`src/rtl/cpu5_ctrl_seq_if.sv`:
```
// cpu5_ctrl_seq_if: bus between the cpu5 sequencer, its program ROM and the ALU.
// The master side is the sequencer. It drives the ROM address and the ALU
// operands/op. The slave side returns the ROM word and the ALU result and flags.
interface cpu5_ctrl_seq_if #(
  parameter int PC_W = 5
);
  logic [PC_W-1:0] instr_addr;
  logic [9:0]      instr_data;
  logic [4:0]      alu_a;
  logic [4:0]      alu_b;
  logic [1:0]      alu_op;
  logic [4:0]      alu_r;
  logic            alu_cf;
  logic            alu_sf;
  logic            alu_zf;

  modport master (
    output instr_addr,
    output alu_a,
    output alu_b,
    output alu_op,
    input  instr_data,
    input  alu_r,
    input  alu_cf,
    input  alu_sf,
    input  alu_zf
  );

  modport slave (
    input  instr_addr,
    input  alu_a,
    input  alu_b,
    input  alu_op,
    output instr_data,
    output alu_r,
    output alu_cf,
    output alu_sf,
    output alu_zf
  );
endinterface

```
`src/rtl/cpu5_ctrl_seq.sv`:
```
// cpu5_ctrl_seq: multi-cycle fetch/decode/execute/writeback sequencer for the
// 5-bit CPU. It fetches from an async-read ROM, keeps a 4x5-bit register file,
// drives the ALU and writes results back. Conditional jumps use the latched
// {CF,SF,ZF} flag register.
// Optional build macro CPU5_RETIRE_CNT_EN adds an 8-bit retired-instruction
// counter on output 'retired'.
module cpu5_ctrl_seq #(
  parameter int PC_W = 5
) (
  input  logic                   clk,
  input  logic                   rst_n,
  cpu5_ctrl_seq_if.master        bus,
  input  logic                   run,
  output logic [2:0]             flags,
  output logic                   wb_en,
  output logic [1:0]             wb_addr,
  output logic [4:0]             wb_data,
  output logic                   halted
`ifdef CPU5_RETIRE_CNT_EN
  ,
  output logic [7:0]             retired
`endif
);

  typedef enum logic [2:0] {
    FETCH  = 3'd0,
    DECODE = 3'd1,
    EXEC   = 3'd2,
    WB     = 3'd3,
    HALT   = 3'd4
  } state_t;

  localparam logic [2:0] OP_NOP = 3'b000;
  localparam logic [2:0] OP_LDI = 3'b001;
  localparam logic [2:0] OP_ADD = 3'b010;
  localparam logic [2:0] OP_CMP = 3'b011;
  localparam logic [2:0] OP_ROL = 3'b100;
  localparam logic [2:0] OP_JZ  = 3'b101;
  localparam logic [2:0] OP_JC  = 3'b110;
  localparam logic [2:0] OP_HLT = 3'b111;

  localparam logic [1:0] ALU_CMP = 2'b00;
  localparam logic [1:0] ALU_ROL = 2'b10;
  localparam logic [1:0] ALU_ADD = 2'b11;

  // Architectural and pipeline-control registers with their next-state values.
  state_t          state_q, state_d;
  logic [PC_W-1:0] pc_q, pc_d;
  logic [9:0]      ir_q, ir_d;
  logic [4:0]      opA_q, opA_d;
  logic [4:0]      opB_q, opB_d;
  logic [4:0]      res_q, res_d;
  logic [2:0]      flags_q, flags_d;
  logic [4:0]      regs_q [4];
  logic [4:0]      regs_d [4];

  // Combinational ALU drive. It is idle (0, 0, ADD) unless an ALU op is executing.
  logic [4:0]      aluA;
  logic [4:0]      aluB;
  logic [1:0]      aluOp;

  // Instruction fields decoded from the instruction register.
  logic [2:0]      opcode;
  logic [1:0]      rd;
  logic [1:0]      rs;
  logic [4:0]      imm5;
  logic [PC_W-1:0] jmpTarget;

  assign opcode = ir_q[9:7];
  assign rd     = ir_q[6:5];
  assign rs     = ir_q[4:3];
  assign imm5   = ir_q[4:0];

  // The jump address is 5 bits. Fit it to the PC width by zero-extending or truncating.
  generate
    if (PC_W > 5) begin : gWideTarget
      assign jmpTarget = {{(PC_W-5){1'b0}}, imm5};
    end else begin : gNarrowTarget
      assign jmpTarget = imm5[PC_W-1:0];
    end
  endgenerate

  // State register plus all datapath registers. Reset clears everything, including mid-instruction.
  always_ff @(posedge clk or negedge rst_n) begin
    if (!rst_n) begin
      state_q <= FETCH;
      pc_q    <= '0;
      ir_q    <= '0;
      opA_q   <= '0;
      opB_q   <= '0;
      res_q   <= '0;
      flags_q <= '0;
      for (int i = 0; i < 4; i++) begin
        regs_q[i] <= '0;
      end
    end else begin
      state_q <= state_d;
      pc_q    <= pc_d;
      ir_q    <= ir_d;
      opA_q   <= opA_d;
      opB_q   <= opB_d;
      res_q   <= res_d;
      flags_q <= flags_d;
      regs_q  <= regs_d;
    end
  end

  // Next-state logic and per-state outputs. Everything holds and drives idle unless a state says otherwise.
  always_comb begin
    state_d = state_q;
    pc_d    = pc_q;
    ir_d    = ir_q;
    opA_d   = opA_q;
    opB_d   = opB_q;
    res_d   = res_q;
    flags_d = flags_q;
    regs_d  = regs_q;
    aluA    = '0;
    aluB    = '0;
    aluOp   = ALU_ADD;
    wb_en   = 1'b0;
    wb_addr = '0;
    wb_data = '0;

    case (state_q)
      FETCH: begin
        if (run) begin
          ir_d    = bus.instr_data;
          pc_d    = pc_q + 1'b1;
          state_d = DECODE;
        end
      end

      DECODE: begin
        opA_d   = regs_q[rd];
        opB_d   = regs_q[rs];
        state_d = EXEC;
      end

      EXEC: begin
        case (opcode)
          OP_ADD, OP_CMP, OP_ROL: begin
            aluA    = opA_q;
            aluB    = opB_q;
            aluOp   = (opcode == OP_ADD) ? ALU_ADD :
                      (opcode == OP_CMP) ? ALU_CMP : ALU_ROL;
            res_d   = bus.alu_r;
            flags_d = {bus.alu_cf, bus.alu_sf, bus.alu_zf};
            state_d = WB;
          end
          OP_LDI: begin
            res_d   = imm5;
            state_d = WB;
          end
          OP_JZ: begin
            if (flags_q[0]) begin
              pc_d = jmpTarget;
            end
            state_d = FETCH;
          end
          OP_JC: begin
            if (flags_q[2]) begin
              pc_d = jmpTarget;
            end
            state_d = FETCH;
          end
          OP_HLT: begin
            state_d = HALT;
          end
          default: begin
            state_d = FETCH;
          end
        endcase
      end

      WB: begin
        if (opcode != OP_CMP) begin
          regs_d[rd] = res_q;
          wb_en      = 1'b1;
          wb_addr    = rd;
          wb_data    = res_q;
        end
        state_d = FETCH;
      end

      HALT: begin
        state_d = HALT;
      end

      default: begin
        state_d = FETCH;
      end
    endcase
  end

  assign bus.instr_addr = pc_q;
  assign bus.alu_a      = aluA;
  assign bus.alu_b      = aluB;
  assign bus.alu_op     = aluOp;
  assign flags          = flags_q;
  assign halted         = (state_q == HALT);

`ifdef CPU5_RETIRE_CNT_EN
  logic [7:0] retired_q, retired_d;
  logic       retireEvt;

  // An instruction retires when WB finishes or when EXEC returns straight to FETCH or HALT.
  always_comb begin
    retireEvt = (state_q == WB) || ((state_q == EXEC) && (state_d != WB));
    retired_d = retireEvt ? (retired_q + 8'd1) : retired_q;
  end

  // Retired-instruction counter. It wraps naturally at 8 bits.
  always_ff @(posedge clk or negedge rst_n) begin
    if (!rst_n) begin
      retired_q <= '0;
    end else begin
      retired_q <= retired_d;
    end
  end

  assign retired = retired_q;
`endif

endmodule
```
`src/flat_wrapper.sv`:
```
// flat-port wrapper written by rule: the top's interface ports become plain ports
module cpu5_ctrl_seq_flat 
#(
  parameter int PC_W = 5
)
  (clk, rst_n, run, flags, wb_en, wb_addr, wb_data, halted, bus_instr_addr, bus_alu_a, bus_alu_b, bus_alu_op, bus_instr_data, bus_alu_r, bus_alu_cf, bus_alu_sf, bus_alu_zf);
  cpu5_ctrl_seq_if #(.PC_W(PC_W)) bus_i ();
  input  logic clk;
  input  logic rst_n;
  input  logic run;
  output logic [2:0] flags;
  output logic wb_en;
  output logic [1:0] wb_addr;
  output logic [4:0] wb_data;
  output logic halted;
  output wire logic [$bits(bus_i.instr_addr)-1:0] bus_instr_addr;
  output wire logic [$bits(bus_i.alu_a)-1:0] bus_alu_a;
  output wire logic [$bits(bus_i.alu_b)-1:0] bus_alu_b;
  output wire logic [$bits(bus_i.alu_op)-1:0] bus_alu_op;
  input wire logic [$bits(bus_i.instr_data)-1:0] bus_instr_data;
  input wire logic [$bits(bus_i.alu_r)-1:0] bus_alu_r;
  input wire logic [$bits(bus_i.alu_cf)-1:0] bus_alu_cf;
  input wire logic [$bits(bus_i.alu_sf)-1:0] bus_alu_sf;
  input wire logic [$bits(bus_i.alu_zf)-1:0] bus_alu_zf;
  assign bus_instr_addr = bus_i.instr_addr;
  assign bus_alu_a = bus_i.alu_a;
  assign bus_alu_b = bus_i.alu_b;
  assign bus_alu_op = bus_i.alu_op;
  assign bus_i.instr_data = bus_instr_data;
  assign bus_i.alu_r = bus_alu_r;
  assign bus_i.alu_cf = bus_alu_cf;
  assign bus_i.alu_sf = bus_alu_sf;
  assign bus_i.alu_zf = bus_alu_zf;
  cpu5_ctrl_seq #(.PC_W(PC_W)) u_core (.clk(clk), .rst_n(rst_n), .bus(bus_i), .run(run), .flags(flags), .wb_en(wb_en), .wb_addr(wb_addr), .wb_data(wb_data), .halted(halted));
endmodule
```
`config.mk`:
```
export PLATFORM = sky130hd
export DESIGN_NAME = cpu5_ctrl_seq_flat
export DESIGN_NICKNAME = d
export VERILOG_FILES = /design/src/rtl/cpu5_ctrl_seq_if.sv /design/src/rtl/cpu5_ctrl_seq.sv /design/src/flat_wrapper.sv
export SDC_FILE = /design/constraint.sdc
export NUM_CORES = 1
export LEC_CHECK = 0
export BUFFER_PORTS_ARGS = -buffer_cell sky130_fd_sc_hd__buf_2
export CAP_MARGIN = 20
export CORE_ASPECT_RATIO = 1.2
export CORE_UTILIZATION = 25
export DETAILED_ROUTE_END_ITERATION = 10
export GPL_TIMING_DRIVEN = 1
export HOLD_SLACK_MARGIN = 0.08
export MAX_ROUTING_LAYER = met4
export SLEW_MARGIN = 20
export SYNTH_ARGS = -nofsm -noshare
export SYNTH_HDL_FRONTEND = slang
export SYNTH_SLANG_ARGS = --single-unit
```
`constraint.sdc`:
```
create_clock -name clk -period 2.4 [get_ports clk]
set_input_delay 0.48 -clock clk [delete_from_list [all_inputs] [get_ports clk]]
set_output_delay 0.48 -clock clk [all_outputs]
set_load 0.02 [all_outputs]
```
After elaboration in Yosys (flattened, before gate mapping)
Index checks and enable logic that the tools add are counted.

word-level totals
  output and inout port bits = 29
  bits in registers = 56
  logic and storage cells = 76
  bits of input ports = 21

cells by class
  $lt $le $gt $ge = 3
  mux-type cells = 32
  $add $sub $neg = 1
  reductions and logical operators = 11
  equality and inequality tests = 16
  bitwise logic cells = 2

operators with widths
  operator               number
  $mux W5                14
  $pmux W5 S2            3
  $bmux W5 S2            2
  $bwmux W20             1
  $eq A3 B3 Y1 const B   5
  $eq A3 B2 Y1 const B   4
  $mux W2                6
  $ne A3 B2 Y1 const B   4
  $pmux W3 S4            1
  $demux W5 S2           1
  $reduce_and A2 Y1      4
  $eq A3 B1 Y1 const B   2
  $ge A3 B3 Y1 const B   2
  $not A2 Y3             2
  $pmux W3 S2            1
  $add A5 B1 Y5 const B  1
  $reduce_and A5 Y1      1
  $reduce_bool A2 Y1     2
  $reduce_or A4 Y1       1
  $logic_not A3 Y1       1
  $lt A3 B1 Y1 const B   1
  $mux W3                1
  $reduce_or A3 Y1       1
  $mux W1                2
  other kinds (2)        2

Logic depth before layout (Yosys ltp)
Gate-level depths: netlist (run 1).

  depth in word-level cells = 6
  gate-level depth with buffers = 7
  mapped depth without buffers = 4

Worst setup path after synthesis (run 1)
No wires, ideal clock.

  path type = reg2out
  from = register u_core.ir_q[8]
  to = output bus_alu_a[0]
  cell stages (with the launch flop) = 6
  setup slack = 0.313 ns
  buffers on the path = 2
  required time = 1.920 ns
  data arrival time = 1.607 ns
  cell sequence = dfrtp_1 -> buf_2 -> or3b_2 -> a21oi_2 -> clkbuf_2 -> and2_1

on the way
  word-level cells in the longest chain between the ends = 4
  elaborated cells on any way between the ends = 6
  classes of those cells = eq/ne: 3; mux: 2; reduce/logical: 1

ends and longest elaborated chain
  item                                          line                  source
  start: declaration                            cpu5_ctrl_seq.sv:49   logic [9:0] ir_q, ir_d;
  start signal: assignment                      cpu5_ctrl_seq.sv:99   ir_q <= ir_d;
  $eq A3 B3 Y1 or $eq A3 B2 Y1 (tied branches)  cpu5_ctrl_seq.sv:141  case (opcode)
  $reduce_or A3 Y1 *                            n/a
  $mux W5 *                                     cpu5_ctrl_seq.sv:141
  $mux W5 *                                     cpu5_ctrl_seq.sv:125  case (state_q)
  end: declaration                              flat_wrapper.sv:17    output wire logic [$bits(bus_i.alu_a)-1:0] bus_alu_a;

Mark *: on every way between the ends. The rest lies on a longest branch, timed or not.

Worst setup path after layout (run 1)
  from = register u_core.state_q[0]
  to = output bus_alu_a[1]

on the way
  word-level cells in the longest chain between the ends = 2

ends and longest elaborated chain
  item                      line                  source
  start: declaration        cpu5_ctrl_seq.sv:47   state_t state_q, state_d;
  start signal: assignment  cpu5_ctrl_seq.sv:97   state_q <= state_d;
  $eq A3 B2 Y1              cpu5_ctrl_seq.sv:125
  $mux W5                   cpu5_ctrl_seq.sv:125

Every way passes these cells.

==> results of run 1 <==
[timing repair]
item,CTS,global route
endpoints found under the setup margin,10,10
pin swaps,0,1
buffers inserted,0,1
gates cloned,0,1
resized for setup,2,8
[critical path: cells and delay by family (launching register included)]
| family | cells | cell delay, ns |
|---|---|---|
| AND/OR/NAND/NOR | 2 | 0.59 |
| flip-flops | 1 | 0.45 |
| buffers and inverters | 2 | 0.31 |
| AO/OA/AOI/OAI | 1 | 0.19 |
[power by group through the flow]
stage,Sequential [mW],Clock [mW],Combinational [mW]
global placement,1.91,0,1.75
finish,1.91,0.756,1.82
floorplan,1.73,0,1.44
detailed placement,1.93,0,1.79
global route,2.00,0.810,1.99
CTS,1.92,0.787,1.81
[stage by stage]
stage                     setup WS, ns  cells  total power [mW]
after CTS                      0.00251    390              4.51
after global routing          -0.00273    392              4.80
after global placement           0.343    382              3.67
final                           0.0867    392              4.49
after floorplan                  0.313    210              3.18
after detailed placement         0.302    382              3.72
[worst min-delay path by stage]
stage	cells past startpoint	startpoint	end
finish	2	rst_n	u_core.opB_q[3]
floorplan	0	rst_n	u_core.bus.instr_addr[0]
detailed placement	1	u_core.opB_q[4]	u_core.opB_q[4]
global placement	1	u_core.opA_q[4]	u_core.opA_q[4]
CTS	2	rst_n	u_core.opA_q[3]
global route	2	rst_n	u_core.regs_q[13]
[Yosys cell counts, types with 2 or more instances]
cell / number / area (um2)
nand2b_1: 2 / 12.5
o21bai_1: 2 / 15.0
clkbuf_1: 5 / 18.8
mux4_2: 10 / 225
buf_2: 5 / 25.0
nand4_1: 2 / 12.5
or3b_1: 2 / 17.5
dfrtp_1: 56 / 1400
and2_1: 17 / 106
nor2_1: 8 / 30.0
mux2_2: 42 / 473
o221a_2: 2 / 22.5
and3b_1: 2 / 17.5
inv_1: 5 / 18.8
nand2_1: 6 / 22.5
nor3_1: 3 / 15.0
and4b_1: 2 / 20.0
a21oi_1: 11 / 55.1
and3_1: 3 / 18.8
buf_4: 2 / 15.0
mux2i_1: 5 / 50.1
[cell families (layout without fill, tap and decap cells)]
group	after synthesis	in the layout	synth area share (%)
adders and majority gates	1	1	0.453
and+or+nand+nor	55	55	13.3
DFF	56	56	50.7
buffers and inverters	19	72	3.12
AOI/OAI and AO/OA	22	22	5.30
muxes	57	57	27.1
[cell type report]
cell class | count | share of cell area [%]
Tap cell | 129 | 4.80
Clock buffer | 5 | 3.72
Sequential cell | 56 | 41.7
Timing Repair Buffer | 59 | 10.1
Inverter | 5 | 0.558
Clock inverter | 3 | 0.818
Multi-Input combinational cell | 135 | 38.3
[registers in the layout (all words and copies together) (netlist names)]
signal,flops
u_core.bus.instr_addr,5
u_core.flags,3
u_core.ir_q,10
u_core.opA_q,5
u_core.opB_q,5
u_core.regs_q,20
u_core.res_q,5
u_core.state_q,3
[layout by cell type (no fill, tap or decap), drive strengths merged, types with 3 or more instances in the layout]
| cell | netlist | routed |
|---|---|---|
| buf | 8 | 59 |
| dfrtp | 56 | 56 |
| mux2 | 42 | 42 |
| and2 | 17 | 17 |
| a21oi | 12 | 12 |
| mux4 | 10 | 10 |
| nor2 | 8 | 8 |
| nand2 | 6 | 6 |
| inv | 5 | 6 |
| mux2i | 5 | 5 |
| clkbuf | 6 | 5 |
| and3 | 3 | 3 |
| nor3 | 3 | 3 |
| or3b | 3 | 3 |
| and3b | 3 | 3 |
[per-layer routing]
layer	track usage, %	up-vias	routed length (um)
met3	2.32	6	216
met2	19.3	35	3080
met5	-	-	0
met4	3.94	0	69
li1	-	863	-
met1	14.5	915	2880
==> metrics.txt, run 1 <==
status=finished, violations left; failing checks=DRC; combinational power share=40.6%; Starting Density=between 20% and 30%; Sw Ratio=between 30% and 40%; P&R area growth vs syn=21.8%; Hold WC Path Type=input port to async pin; critical-path maximum fanout=6; minimum clock period=between 2 and 2.5 ns; register area share after synthesis=roughly 51%; DR WL/cell=15.9 um; PwrDens=around 1300 nW/um2; final setup violation count=0; antenna viol nets, final=0; WS Path Type=flip-flop to primary output; Fmax achieved=about 430 MHz; post-synthesis register bit count=56; First-pass DRT Iterations=9; r2r endpoint=u_core.regs_q[7]; final net count=between 200 and 300; final hold viol count=0; WHS=roughly 0.17 ns; final instance area=3370 um2; Tcrit/Tclk final=about 96%; sequential cell area=1410 um2; GPL Wtd Cong=between 0.7 and 0.8; crit path to=bus_alu_a[1]; Core ar.=10600 um2; Post-synth EDFFs=0; Crit. Startpoint=u_core.state_q[0]; Max Buffers Root-to-Sink=2; Hold Buf Count CTS=0; Reg2Reg Depth=5; setup tns final=0 ns; sw power=1.63 mW; Worst setup SP type=flip-flop; Post-Syn Area=about 2800 um2; Via density=4.64; TritonCTS buffer count=5; worst-skew pair later-pin latency=between 0.2 and 0.3 ns; Worst-path clk slew=0.08 ns; Internal Power=around 2.9 mW; site row count=41; main flop type after synthesis=dfrtp_1; first-pass GRT wire length=roughly 10000 um; Crit. End Element=primary output; Slew Limit Fails=0; Worst EP required=~1.9 ns; flop2flop setup slack=approximately 0.5 ns; Slew @ Worst Pin=between 0.5 and 0.6 ns; Max-Cap Viols=0; Antenna Cells=0; layout cells sized above 1=between 50 and 60%; CP max stage delay=roughly 0.47 ns; Post-Syn Instances=between 200 and 250; Post-DP HPWL=approximately 4300 um; Peak VDD IR=0.605 mV; vias=1819; CTS tree=done; relative slew slack=a little over three fifths; Chip Height=117 um; Setup Skew=roughly 0.0046 ns; initial antenna violation count=0; Post-Route WL=approximately 6300 um; I/O pin total=50; DRC=3; cell with the largest stage delay on the worst path=or3b_4; Crit path arrival time=roughly 1.8 ns; H-Tree Depth=2; vias in the first global route=1899; Seq pwr share=between 40% and 50%; 1st-iter DRT viols=77; Root Buffer=clkbuf_16; Clock Sinks=56; clock power share=about 17%; Filler cells=~1.1k; pin count of the biggest net entering global routing=57; Die X=98.0 um; ys async rst share=between 90% and 100%; multi-input logic area=approximately 1300 um2; Static Leak=roughly 1.5 nW; Yosys warning count=0; Port Buf Inserts=49; die area=11500 um2; Post-Syn Nets=about 230; post-layout util=approximately a third; Post-Syn Area per Cell=~13 um2; Synth cell types=39; DP Area=~3200 um2; crit path cell chain=or3b_4 -> a21oi_4 -> buf_6 -> and2_1 -> buf_2; gr usage total=11.7%; GRT Residual Overflow=0; r2r startpoint=u_core.state_q[0]
No activity file was read; power rests on OpenSTA's default activity.
==> run 2: changes to the inputs <==
--- a/config.mk
+++ b/config.mk
@@ -7,12 +7,16 @@
 export LEC_CHECK = 0
 export BUFFER_PORTS_ARGS = -buffer_cell sky130_fd_sc_hd__buf_2
 export CAP_MARGIN = 20
+export CELL_PAD_IN_SITES_DETAIL_PLACEMENT = 1
+export CELL_PAD_IN_SITES_GLOBAL_PLACEMENT = 2
 export CORE_ASPECT_RATIO = 1.2
 export CORE_UTILIZATION = 25
 export DETAILED_ROUTE_END_ITERATION = 10
 export GPL_TIMING_DRIVEN = 1
 export HOLD_SLACK_MARGIN = 0.08
 export MAX_ROUTING_LAYER = met4
+export PLACE_DENSITY = 0.53
+export REMOVE_ABC_BUFFERS = 1
 export SLEW_MARGIN = 20
 export SYNTH_ARGS = -nofsm -noshare
 export SYNTH_HDL_FRONTEND = slang
==> run 2 against run 1 <==
  * The run still ends with DRC left
  * Die area unchanged
  * Power increased by 0.21%
  * First-iteration DRC count decreased by 3.9%
  * Combinational power increased by 3%
  * Fmax decreased by 0.40%
  * Worst hold slack improved by 0.0073 ns
  * Register-to-register slack got worse by 0.09 ns
  * Cell area increased by 0.30%
  * Critical path depth unchanged
  * Sequential power about the same
  * Setup slack got worse by 0.0093 ns
  * Critical path type unchanged
==> metrics.txt, run 2 (same netlist as run 1, synthesis figures left out) <==
status=finished, violations left; failing checks=DRC; relative slew slack=58.8% (-4.4 points); Sw Ratio=36.2% (-0.12 points); Slew @ Worst Pin=0.615 ns (+0.0663 ns); H-Tree Depth=2 (unchanged); Max-Cap Viols=0 (unchanged); max FFs per register=20 (unchanged); Die X=98.0 um (unchanged); WS Path Type=flip-flop to primary output; Worst EP required=1.92 ns (about the same); Starting Density=26.0% (unchanged); met1 WL=2940 um (+1.9%); Via density=4.68 (+0.88%); flop2flop setup slack=0.41 ns (-0.09 ns); final net count=288 (+1.4%); I/O pin total=50 (unchanged); GRT Residual Overflow=0 (unchanged); sw power=1.63 mW (-0.13%); initial antenna violation count=0 (unchanged); Static Leak=1.52 nW (+1.2%); Hold WC Path Type=input port to async pin; layout cells sized above 1=50.0% (-0.19 points); r2r startpoint=u_core.ir_q[8]; Antenna Cells=0 (unchanged); Post-DP HPWL=4770 um (+11%); Chip Height=117 um (unchanged); Post-Route WL=6900 um (+10%); Internal Power=2.87 mW (+0.40%); PwrDens=1330 nW/um2 (about the same); Tcrit/Tclk final=96.8% (+0.39 points); site row count=41 (unchanged); gr usage total=13.1% (+1.4 points); TritonCTS buffer count=5 (unchanged); antenna viol nets, final=0 (unchanged); top flop regs=u_core.regs_q: 20 flops, u_core.ir_q: 10 flops; DRC=2 (-1); vias=1849 (+1.6%); final hold viol count=0 (unchanged); Setup Skew=0.00552 ns (+0.000953 ns); most frequent cells in the layout=dfrtp_1, buf_2, mux2_2, and2_1; P&R area growth vs syn=22.2%; First-pass DRT Iterations=7 (-2); largest register by flop count=u_core.regs_q; vias in the first global route=1899 (unchanged); pin count of the biggest net entering global routing=57 (unchanged); total power draw=4.50 mW (+0.21%); die area=11500 um2 (unchanged); combinational power share=41.5% (+0.9 points); metal3 WL=172 um (-20%); Fmax achieved=431 MHz (-0.40%); Max Buffers Root-to-Sink=2 (unchanged); Worst-path clk slew=0.07 ns (about the same); pre-CTS WS=0.301 ns (-0.000986 ns); DR WL/cell=17.5 um (+9.5%); Seq pwr share=42.7% (about the same); Crit path arrival time=1.84 ns (about the same); GPL Wtd Cong=0.671 (-14%); Crit. End Element=primary output; r2r endpoint=u_core.regs_q[13]; Peak VDD IR=0.423 mV (-30%); Reg2Reg Depth=6 (+1); final setup violation count=0 (unchanged); CTS tree=done; clock power share=15.8% (-1.0 points); routed wire length on met2=3650 um (+18%); most common cell after layout, fill and taps aside=dfrtp_1; PnR worst setup slack=0.0774 ns (-0.00932 ns); Slew Limit Fails=0 (unchanged); Port Buf Inserts=49 (unchanged); Core ar.=10600 um2 (unchanged); Worst setup SP type=flip-flop; Root Buffer=clkbuf_16; Hold Buf Count CTS=0 (unchanged); 1st-iter DRT viols=74 (-3.9%); critical-path maximum fanout=6 (unchanged); worst-skew pair later-pin latency=0.30 ns (about the same); max layer used=met4; first-pass GRT wire length=10700 um (+8.2%); minimum clock period=2.32 ns (+0.00932 ns); Clock Sinks=56 (unchanged)
run 2: cell count changes in the layout (fill, tap and decap cells not counted):
cell / delta
buf_4: +4
clkbuf_1: +1
clkinv_2: +1
clkinv_4: -1
clkinvlp_4: -1
dfrtp_1: +1
dfrtp_2: -1
inv_8: -1
run 2: stage by stage:
step / utilization (%) / hold slack (ns) / std cells / instance area [um2] / setup TNS [ns]
after global routing: 31.8 / 0.206 / 395 / 3380 / -0.00245
after detailed placement: 30.0 / 0.487 / 383 / 3180 / 0
after CTS: 31.3 / 0.196 / 390 / 3320 / 0
after global placement: 30.0 / 0.483 / 383 / 3180 / 0
after floorplan: - / 0.184 / 196 / 2700 / 0
final: 31.8 / 0.180 / 395 / 3380 / 0
run 2: how the worst max path moves through the flow:
stage / slack [ns] / start / to
CTS: 0.02 / u_core.ir_q[8] / bus_alu_b[2]
finish: 0.08 / u_core.state_q[0] / bus_alu_b[0]
global placement: 0.33 / u_core.ir_q[9] / bus_alu_b[3]
detailed placement: 0.30 / u_core.ir_q[9] / bus_alu_b[2]
global route: -0.002 / u_core.state_q[0] / bus_alu_a[1]
floorplan: 0.38 / u_core.ir_q[8] / bus_alu_a[0]
run 2: routing by layer:
layer	vias up	track usage [%]
met5	-	-
met4	0	5.56
met3	8	2.49
met2	29	22.8
met1	937	14.9
li1	875	-
run 2: worst max-delay path, stage by stage (launching register included):
cell	delay, ns
dfrtp_1	0.45
or3b_4	0.47
a21oi_4	0.19
buf_6	0.17
and2_1	0.12
buf_2	0.15
run 2: timing repair:
action / 4_1_cts / 5_1_grt
buffers inserted: 0 / 4
gates cloned: 0 / 1
endpoints found under the hold margin: 0 / 0
endpoints found under the setup margin: 10 / 10
resized for setup: 3 / 6
pin swaps: 0 / 1
run 2: power by group through the flow:
stage	Sequential (mW)	Combinational [mW]	Clock [mW]
4_1_cts	1.94	1.84	0.746
2_1_floorplan	1.83	1.28	0
3_3_place_gp	1.94	1.80	0
6_report	1.92	1.87	0.709
5_1_grt	2.02	2.04	0.785
3_5_place_dp	1.95	1.82	0
run 2: cell type report:
class,count,area (um2)
inverters,5,18.8
clock buffers,6,129
well taps,129,161
fillers,1157,7240
multi-input cells,135,1290
flip-flops and latches,56,1400
repair buffers,63,370
clock inverters,1,5.00
==> run 3: changes to the inputs <==
--- a/config.mk
+++ b/config.mk
@@ -10,12 +10,12 @@
 export CELL_PAD_IN_SITES_DETAIL_PLACEMENT = 1
 export CELL_PAD_IN_SITES_GLOBAL_PLACEMENT = 2
 export CORE_ASPECT_RATIO = 1.2
-export CORE_UTILIZATION = 25
+export CORE_UTILIZATION = 37
 export DETAILED_ROUTE_END_ITERATION = 10
 export GPL_TIMING_DRIVEN = 1
 export HOLD_SLACK_MARGIN = 0.08
 export MAX_ROUTING_LAYER = met4
-export PLACE_DENSITY = 0.53
+export PLACE_DENSITY = 0.74
 export REMOVE_ABC_BUFFERS = 1
 export SLEW_MARGIN = 20
 export SYNTH_ARGS = -nofsm -noshare
==> run 3 against run 2 <==
  * The flow now finishes without violations
  * Flip-flop and latch count unchanged
  * Die area down 32%
  * Cell area is 2.4% lower
  * Power is 1.6% lower
  * Sequential share of layout area up 1.1 points
  * Largest cell class unchanged
  * Count of clock-buffer cells in the layout increased by 1
  * Register-to-register slack better by 0.06 ns
  * Cell count shrank 10%
  * First-iteration DRC count rose by 6.8%
  * Wire length down 10%
  * Sequential power about the same
  * Worst hold slack gained 0.12 ns
==> metrics.txt, run 3 (same netlist as run 1, synthesis figures left out) <==
final instance area=3290 um2 (-2.4%); Sw Ratio=35.9% (-0.35 points); Internal Power=2.84 mW (-1.0%); Hold Buf Count CTS=0 (unchanged); Hold WC Path Type=input port to async pin; Slew Limit Fails=0 (unchanged); met3 usage=3.02% (+0.52 points); most common cell after layout, fill and taps aside=dfrtp_1; Slew @ Worst Pin=0.728 ns (+0.113 ns); I/O pin total=50 (unchanged); max FFs per register=20 (unchanged); setup tns final=0 ns (unchanged); DP Area=3110 um2 (-2.4%); relative slew slack=51.5% (-7.3 points); CP max stage delay=0.45 ns (-0.02 ns); layout cells sized above 1=50.9% (+0.94 points); final setup violation count=0 (unchanged); Post-DP HPWL=4280 um (-10%); Reg2Reg Depth=5 (-1); vias in the first global route=1959 (+3.2%); DR WL/cell=17.4 um (-0.39%); most frequent cells in the layout=dfrtp_1, buf_2, mux2_2, and2_1, a21oi_1; M1 GR Usage=23.7% (+8.8 points); Die X=80.9 um (-17%); critical-path maximum fanout=6 (unchanged); minimum clock period=2.31 ns (-0.0130 ns); Filler cells=806 (-30%); Core ar.=7230 um2 (-32%); Port Buf Inserts=49 (unchanged); Fmax achieved=433 MHz (+0.56%); Tcrit/Tclk final=96.2% (-0.54 points); PwrDens=1340 nW/um2 (+0.84%); largest register by flop count=u_core.regs_q; P&R area growth vs syn=19.2%; grt peak-use layer=met2; crit path cell chain=or3b_4 -> a21oi_4 -> buf_6 -> and2_1 -> buf_2; 1st-iter DRT viols=79 (+6.8%); Clock Sinks=56 (unchanged); flop2flop setup slack=0.47 ns (+0.06 ns); Worst-path clk slew=0.10 ns (+0.03 ns); Crit path arrival time=1.83 ns (about the same); H-Tree Depth=2 (unchanged); Antenna Cells=0 (unchanged); Worst EP required=1.92 ns (about the same); RSZ-0062 raised after global routing=no; Post-Route WL=6180 um (-10%); Starting Density=38.2% (+12 points); Worst setup SP type=flip-flop; site row count=34 (-17%); WS Path Type=flip-flop to primary output; crit path to=bus_alu_a[4]; die area=7820 um2 (-32%); GRT Residual Overflow=0 (unchanged); combinational power share=41.6% (about the same); vias=1866 (+0.92%); Setup Skew=0.00722 ns (+0.00171 ns); worst-skew pair later-pin latency=0.30 ns (about the same); initial antenna violation count=0 (unchanged); final hold viol count=0 (unchanged); top flop regs=u_core.regs_q: 20 flops, u_core.ir_q: 10 flops; Root Buffer=clkbuf_8; CTS tree=done; status=completed; pin count of the biggest net entering global routing=57 (unchanged); WHS=0.302 ns (+0.122 ns); Seq pwr share=43.1% (+0.4 points); cell with the largest stage delay on the worst path=dfrtp_2; Static Leak=1.50 nW (-1.3%); Peak VDD IR=0.551 mV (+30%); Via density=5.26 (+12%); Crit. End Element=primary output; r2r endpoint=u_core.regs_q[11]; sw power=1.59 mW (-2.5%); DRC=0 (-2); antenna viol nets, final=0 (unchanged); r2r startpoint=u_core.state_q[0]; First-pass DRT Iterations=4 (-3); met2 GRT Util=27.3% (+4.6 points); TritonCTS buffer count=5 (unchanged); Chip Height=96.7 um (-17%); Max Buffers Root-to-Sink=2 (unchanged); final net count=286 (-0.69%); Crit. Startpoint=u_core.ir_q[8]; Max-Cap Viols=0 (unchanged); clock power share=15.3% (-0.5 points); gr usage total=17.5% (+4.4 points); first-pass GRT wire length=10200 um (-4.8%); GPL Wtd Cong=0.756 (+13%)
[run 3: cell types whose count changed in the layout (fill, tap and decap cells not counted), sizes merged]
cell	change
buf	-2
bufinv	+1
clkbuf	+1
clkinv	-1
[run 3: per-layer routing]
layer  wire, um  vias up
met2       3070       36
met3        223        4
met4         54        0
li1           -      865
met5          0        -
met1       2830      961
[run 3: area by class of cell]
class / count / area, um2 / share of cell area (%)
sequential: 56 / 1410 / 42.7
tap: 90 / 113 / 3.42
multi-input combinational: 135 / 1290 / 39.1
clock inverter: 1 / 30.0 / 0.912
inverter: 5 / 18.8 / 0.570
timing repair buffer: 61 / 343 / 10.4
clock buffer: 7 / 96.3 / 2.92
[run 3: worst min path at each step]
stage	slack, ns	cells past startpoint	end	startpoint
floorplan	0.18	0	u_core.bus.instr_addr[0]	rst_n
global placement	0.48	1	u_core.opB_q[4]	u_core.opB_q[4]
detailed placement	0.49	1	u_core.opB_q[4]	u_core.opB_q[4]
CTS	0.34	2	u_core.opB_q[3]	rst_n
global route	0.36	2	u_core.opB_q[3]	rst_n
finish	0.30	2	u_core.opB_q[3]	rst_n
[run 3: critical path, delay by kind of cell, from the launching register on]
family                 cells  cell delay [ns]
and+or+nand+nor            2             0.56
DFF                        1             0.45
buffers and inverters      2             0.31
AOI/OAI and AO/OA          1             0.20
[run 3: power by group through the flow]
stage                     sequential (mW)  combinational [mW]  clock, mW
after floorplan                      1.83                1.28          0
after global placement               1.91                1.74          0
after detailed placement             1.94                1.78          0
after CTS                            1.93                1.79      0.692
after global routing                 2.02                2.01      0.724
final                                1.91                1.84      0.675
[run 3: repair_timing]
item	4_1_cts	5_1_grt
gates resized for setup	3	8
hold endpoints to repair	0	0
buffers inserted	0	4
cloned	0	1
setup endpoints to repair	10	10
pin swaps	0	1
[run 3: per-stage QoR]
step	power [mW]	setup WS, ns	util (%)	std cells
finish	4.43	0.0904	45.6	355
global route	4.75	0.0244	45.6	355
CTS	4.41	0.000222	44.8	350
detailed placement	3.72	0.295	42.9	342
global placement	3.65	0.328	42.9	342
floorplan	3.12	0.383	-	196
